$ cat src/rtl/uart_reg_bank.sv
// UART-side register bank: control/status, RR shadow reads,
// ECG sample staging into a ready/valid stream, W1C event flags.
module uart_reg_bank #(
  parameter int          N_CH     = 2,
  parameter int          SAMPLE_W = 11,
  parameter int          RR_W     = 11,
  parameter logic [7:0]  VERSION  = 8'h21,
  localparam int         CH_W     = (N_CH > 1) ? $clog2(N_CH) : 1
) (
  input  logic                i_clk,
  input  logic                i_rst,
  input  logic [2:0]          i_rwaddr,
  input  logic [7:0]          i_write_data,
  input  logic                i_wr_req,
  input  logic                i_rd_req,
  input  logic [RR_W-1:0]     i_rr_period,
  input  logic                i_rr_vld,
  input  logic [7:0]          i_status,
  input  logic                i_ecg_rdy,
  output logic [7:0]          o_read_data,
  output logic                o_read_vld,
  output logic [SAMPLE_W-1:0] o_ecg_value,
  output logic [CH_W-1:0]     o_ecg_ch,
  output logic                o_ecg_value_vld,
  output logic                o_alg_en,
  output logic                o_src_sel,
  output logic                o_alg_rst,
  output logic                o_irq
);

  localparam logic [2:0] A_CR    = 3'd0;
  localparam logic [2:0] A_SR    = 3'd1;
  localparam logic [2:0] A_ER    = 3'd2;
  localparam logic [2:0] A_DOUTL = 3'd3;
  localparam logic [2:0] A_DOUTH = 3'd4;
  localparam logic [2:0] A_DINL  = 3'd5;
  localparam logic [2:0] A_DINH  = 3'd6;
  localparam logic [2:0] A_ID    = 3'd7;

  localparam logic [0:0] S_IDLE = 1'b0;
  localparam logic [0:0] S_PEND = 1'b1;

  localparam logic [2:0] CH_MAX = 3'(N_CH - 1);
  localparam int         HI_W   = SAMPLE_W - 8;
  localparam int         SH_W   = RR_W - 8;

  logic [6:0]          cr_q, cr_d;
  logic                alg_rst_q, alg_rst_d;
  logic [2:0]          er_q, er_d;
  logic [2:0]          er_set, er_clr;
  logic [RR_W-1:0]     rr_q, rr_d;
  logic [SH_W-1:0]     sh_q, sh_d;
  logic [7:0]          lo_q, lo_d;
  logic [HI_W-1:0]     hi_q, hi_d;
  logic [0:0]          st_q, st_d;
  logic [SAMPLE_W-1:0] val_q, val_d;
  logic [CH_W-1:0]     ch_q, ch_d;
  logic [7:0]          rdata_q, rdata_d;
  logic                rvld_q;
  logic                ovr_set;
  logic [2:0]          ch_req;

  logic wr_cr, wr_er, wr_dinl, commit, rd_lo;

  assign wr_cr   = i_wr_req && (i_rwaddr == A_CR);
  assign wr_er   = i_wr_req && (i_rwaddr == A_ER);
  assign wr_dinl = i_wr_req && (i_rwaddr == A_DINL);
  assign commit  = i_wr_req && (i_rwaddr == A_DINH);
  assign rd_lo   = i_rd_req && (i_rwaddr == A_DOUTL);

  // Control register with channel clamp; alg_rst is a pulse, never stored
  always_comb begin
    ch_req    = i_write_data[6:4];
    cr_d      = cr_q;
    alg_rst_d = wr_cr && i_write_data[2];
    if (wr_cr) begin
      cr_d = {(ch_req > CH_MAX) ? CH_MAX : ch_req,
              i_write_data[3], 1'b0,
              i_write_data[1:0]};
    end
  end

  // RR capture and high-byte shadow taken on every low-byte read
  always_comb begin
    rr_d = i_rr_vld ? i_rr_period : rr_q;
    sh_d = rd_lo ? rr_q[RR_W-1:8] : sh_q;
  end

  // Staging bytes and the sample hand-off FSM
  always_comb begin
    lo_d    = wr_dinl ? i_write_data : lo_q;
    hi_d    = commit ? i_write_data[HI_W-1:0] : hi_q;
    st_d    = st_q;
    val_d   = val_q;
    ch_d    = ch_q;
    ovr_set = 1'b0;
    case (st_q)
      S_IDLE: begin
        if (commit) begin
          st_d  = S_PEND;
          val_d = {i_write_data[HI_W-1:0], lo_q};
          ch_d  = cr_q[4 +: CH_W];
        end
      end
      S_PEND: begin
        if (i_ecg_rdy) begin
          if (commit) begin
            val_d = {i_write_data[HI_W-1:0], lo_q};
            ch_d  = cr_q[4 +: CH_W];
          end else begin
            st_d = S_IDLE;
          end
        end else if (commit) begin
          ovr_set = 1'b1;
        end
      end
      default: st_d = S_IDLE;
    endcase
  end

  // Sticky event flags: hardware set beats a same-cycle clear
  always_comb begin
    er_set = {i_rr_vld, i_rr_vld && er_q[2], ovr_set};
    er_clr = (wr_er ? i_write_data[2:0] : 3'b000)
           | {rd_lo, 2'b00};
    er_d   = (er_q & ~er_clr) | er_set;
  end

  // Read mux, sampled from pre-write state
  always_comb begin
    rdata_d = 8'h00;
    if (i_rd_req) begin
      case (i_rwaddr)
        A_CR:    rdata_d = {1'b0, cr_q};
        A_SR:    rdata_d = i_status;
        A_ER:    rdata_d = {5'b0, er_q};
        A_DOUTL: rdata_d = rr_q[7:0];
        A_DOUTH: rdata_d = 8'(sh_q);
        A_DINL:  rdata_d = lo_q;
        A_DINH:  rdata_d = 8'(hi_q);
        A_ID:    rdata_d = VERSION;
        default: rdata_d = 8'h00;
      endcase
    end
  end

  // State registers
  always_ff @(posedge i_clk) begin
    if (i_rst) begin
      cr_q      <= '0;
      alg_rst_q <= 1'b0;
      er_q      <= '0;
      rr_q      <= '0;
      sh_q      <= '0;
      lo_q      <= '0;
      hi_q      <= '0;
      st_q      <= S_IDLE;
      val_q     <= '0;
      ch_q      <= '0;
      rdata_q   <= '0;
      rvld_q    <= 1'b0;
    end else begin
      cr_q      <= cr_d;
      alg_rst_q <= alg_rst_d;
      er_q      <= er_d;
      rr_q      <= rr_d;
      sh_q      <= sh_d;
      lo_q      <= lo_d;
      hi_q      <= hi_d;
      st_q      <= st_d;
      val_q     <= val_d;
      ch_q      <= ch_d;
      rdata_q   <= rdata_d;
      rvld_q    <= i_rd_req;
    end
  end

  assign o_read_data     = rdata_q;
  assign o_read_vld      = rvld_q;
  assign o_ecg_value     = val_q;
  assign o_ecg_ch        = ch_q;
  assign o_ecg_value_vld = (st_q == S_PEND);
  assign o_alg_en        = cr_q[0];
  assign o_src_sel       = cr_q[1];
  assign o_alg_rst       = alg_rst_q;
  assign o_irq           = cr_q[3] && (|er_q);

endmodule
$ cat config.mk
export PLATFORM = sky130hd
export DESIGN_NAME = uart_reg_bank
export DESIGN_NICKNAME = d
export VERILOG_FILES = /design/src/rtl/uart_reg_bank.sv
export SDC_FILE = /design/constraint.sdc
export NUM_CORES = 1
export LEC_CHECK = 0
export CORE_ASPECT_RATIO = 0.8
export CORE_MARGIN = 3
export CORE_UTILIZATION = 30
export CTS_CLUSTER_DIAMETER = 150
export DETAILED_ROUTE_END_ITERATION = 8
export GPL_TIMING_DRIVEN = 0
export PLACE_DENSITY = 0.66
export SLEW_MARGIN = 25
export SYNTH_ARGS = -nofsm -noshare
export SYNTH_HDL_FRONTEND = slang
export SYNTH_SLANG_ARGS = --single-unit
$ cat constraint.sdc
create_clock -name i_clk -period 2.6 [get_ports i_clk]
set_clock_uncertainty 0.05 [all_clocks]
set_input_delay 0.52 -clock i_clk [delete_from_list [all_inputs] [get_ports i_clk]]
set_output_delay 0.52 -clock i_clk [all_outputs]
set_load 0.02 [all_outputs]
==> results of run 1 <==
## metrics by stage
| step | setup WS, ns | total power [W] |
|---|---|---|
| floorplan | 1.10 | 0.00104 |
| global placement | 0.385 | 0.00114 |
| detailed placement | 0.360 | 0.00114 |
| CTS | 0.494 | 0.00186 |
| global route | 0.437 | 0.00192 |
| finish | 0.515 | 0.00184 |
## power by group
| group | total, W | internal (W) | switching (W) |
|---|---|---|---|
| Combinational | 0.000208 | 0.000107 | 0.000101 |
| Sequential | 0.000912 | 0.000898 | 0.0000134 |
| Clock | 0.000718 | 0.000393 | 0.000325 |
## worst register-to-register path: stages, from the launching register on
cell and delay [ns]:
dfxtp_1 0.35, nor2b_1 0.23, clkbuf_1 0.35, o21ai_0 0.13
a21oi_1 0.15
## state kept, by name, summed over array words and instances, names as in the netlist, 3 cells and up
register and count:
cr_q 6, o_ecg_value 11, lo_q 8, o_read_data 8, rr_q 11, hi_q 3
er_q 3, sh_q 3
## layer usage
| layer | wire, µm | vias up | share of wire (%) | track usage, % |
|---|---|---|---|---|
| li1 | - | 1072 | - | - |
| met5 | 0 | - | 0 | 0 |
| met1 | 3120 | 958 | 49 | 19.5 |
| met3 | 405 | 9 | 6.4 | 5.87 |
| met2 | 2760 | 64 | 43 | 22.2 |
| met4 | 82 | 0 | 1.3 | 2.82 |
## kinds of logic (layout without fill, tap and decap cells)
kind of cell,Yosys count,in the layout
muxes,23,23
AOI/OAI and AO/OA,69,69
and+or+nand+nor,90,90
buffers and inverters,27,102
DFF,57,57
## synth_stat cells, types with 3 or more instances
master,instances
dfxtp_1,57
a21oi_1,33
nand2_1,25
o21ai_0,25
nor2_1,23
mux2i_1,22
nand3_1,12
clkbuf_1,10
and3b_1,6
buf_2,5
inv_1,5
nor2b_1,4
and2_1,3
buf_4,3
buf_6,3
## final timing paths
check                                      from        endpoint  slack, ns  depth (start not counted)
worst max-delay path                    er_q[2]           o_irq       0.51                          2
worst min-delay path                    cr_q[5]         cr_q[5]       0.41                          1
worst max register to register  o_ecg_value_vld  o_ecg_value[3]       1.26                          4
worst min register to register          cr_q[5]         cr_q[5]       0.41                          1
## cell type report
| cell class | count | area [µm²] |
|---|---|---|
| Tap cell | 105 | 131 |
| Fill cell | 761 | 4300 |
| Clock inverter | 3 | 15.0 |
| Clock buffer | 13 | 159 |
| Buffer | 22 | 123 |
| Inverter | 5 | 18.8 |
| Multi-Input combinational cell | 182 | 1120 |
| Sequential cell | 57 | 1140 |
| Timing Repair Buffer | 59 | 591 |
==> reports/results.tsv, run 1 <==
stage	metric	value	unit
clock_tree	clk sinks	57	
die	die width	106	µm
cells_and_area	layout cells sized above 1	8.80	%
worst_hold_path	HP Class	register to register	
yosys	Yosys reg bits	57	
power_and_ir_drop	pwr/cell area	556	nW/µm²
critical_path	slowest cell delay on critical path	0.55	ns
clock_tree	Setup Fix Bufs, Post-CTS	0	
global_routing	largest net degree at the start of global routing	11	
route	Via density	4.72	
placement	placed inst area	3130	µm²
critical_path	CP startpoint kind	register	
cells_and_area	Core Util, Final	43.4	%
placement	Cells after DPL	430	
yosys	Async SR Flop Fraction	0	%
placement	RePlAce Congestion	0.826	
die	Core Area	7600	µm²
route	DRT antenna net count	0	
critical_path	crit path kind	register to output pin	
global_routing	Tot GR Track Use	14.5	%
critical_path	CP Capture Type	output pin	
cells_and_area	commonest non-fill, non-tap cell in the layout	clkdlybuf4s50_1	
flow_run	max cap viols	0	
timing	final setup TNS	0	ns
timing	RSZ-0062 raised after global routing	no	
clock_tree	CTS Buf Count	9	
timing	FMAX	0.480	GHz
timing	worst rel slew slack	63.4	%
timing	WHS	0.410	ns
die	Die Area	9140	µm²
timing	final setup vio count	0	
yosys	cell taking the most area after synthesis	dfxtp_1	
yosys	top cells by area, synth	dfxtp_1, mux2i_1, a21oi_1	
route	DRT iter0 DRCs	101	
route	WL final	6370	µm
global_routing	initial antenna violation count	0	
critical_path	critical-path cell list	o31a_1 > clkdlybuf4s50_1	
yosys	Cells after Synth	266	
clock_tree	# hold bufs at CTS	0	
clock_tree	Max clock buf depth	2	
critical_path	Worst EP arrival	1.52	ns
global_routing	first-pass GRT wire length	10400	µm
yosys	Post-Synth Adder-Cell Area	0	%
yosys	Post-synth EDFFs	0	
global_routing	vias in the first global route	2077	
route	routed vias	2103	
cells_and_area	ANT cells	0	
route	DRC	0	
yosys	syn nets	302	
yosys	mux cell area share after synthesis	10.1	%
die	IO Pins	62	
clock_tree	CTS tree	yes	
outcome	outcome	finished clean	
cells_and_area	Area Overhead vs Synth	37.2	%
critical_path	CP max-delay cell	clkdlybuf4s50_1	
die	# rows	28	
critical_path	cell family with most CP delay	buffers and inverters	
yosys	Post-Synth Simple-Gate Area	20.4	%
critical_path	Crit path buffers/inverters	1	
yosys	Cell variety after synth	38	
cells_and_area	final instance area	3300	µm²
yosys	Synth Area in Compound Gates	16.2	%
clock_tree	root buf cell	clkbuf_8	
cells_and_area	fin nets	372	
critical_path	CP Max Fanout	4	
yosys	post-synthesis sequential area ratio	47.4	%
clock_tree	CTS resizes	0	
yosys	share of the synthesized area in the top cell type	47.4	%
yosys	Main synth FF type	dfxtp_1	
timing	fin crit share	80.2	%
power_and_ir_drop	leakage power total	1.27	nW
die	Initial Util	31.6	%
yosys	post-synthesis xor/xnor area fraction	0	%
placement	port bufs	59	
yosys	warnings from Yosys	0	
yosys	largest family of logic cells by synthesized area	simple AND/OR/NAND/NOR gates	
timing	min Tclk post-route	2.09	ns
cells_and_area	most frequent cells in the layout	clkdlybuf4s50_1, dfxtp_1, a21oi_1, o21ai_0, nand2_1	
placement	Final HPWL DP	4900	µm
clock_tree	clk_lat worst skew	0.34	ns
cells_and_area	Finished Layout Cells	446	
route	1st-pass router iterations	4	
yosys	synthesized area	2410	µm²
timing	Final Hold Viols	0	
timing	Max Slew Vio Count	0	
timing	worst-margin pin slew	0.546	ns
critical_path	WP data required	2.03	ns
clock_tree	Clock Pin Slew Worst Setup and Hold Paths	0.06	ns
power_and_ir_drop	VDD IR max	0.000227	V
yosys	Syn Area/Cell	9.05	µm²
route	WL/cell	14.3	µm
die	Die H	86.1	µm
global_routing	GRT overflow	0	
clock_tree	H-tree depth	3	
Note: power is estimated with default switching activity, not from simulation.
==> inputs of run 2 (changes only) <==
==> constraint.sdc (replaced) <==
create_clock -name i_clk -period 2.2 [get_ports i_clk]
set_clock_uncertainty 0.05 [all_clocks]
set_input_delay 0.44 -clock i_clk [delete_from_list [all_inputs] [get_ports i_clk]]
set_output_delay 0.44 -clock i_clk [all_outputs]
set_load 0.02 [all_outputs]
==> results of run 2 <==
The final DEF is identical to that of run 1. Status: finished clean.
Main changes from that run: setup slack after placement 0.360 ns -> 0.0405 ns; setup slack after layout 0.515 ns -> 0.195 ns; register-to-register setup slack 1.26 ns -> 0.86 ns; total power 0.00184 W -> 0.00217 W; worst IR drop on VDD 0.000227 V -> 0.000268 V
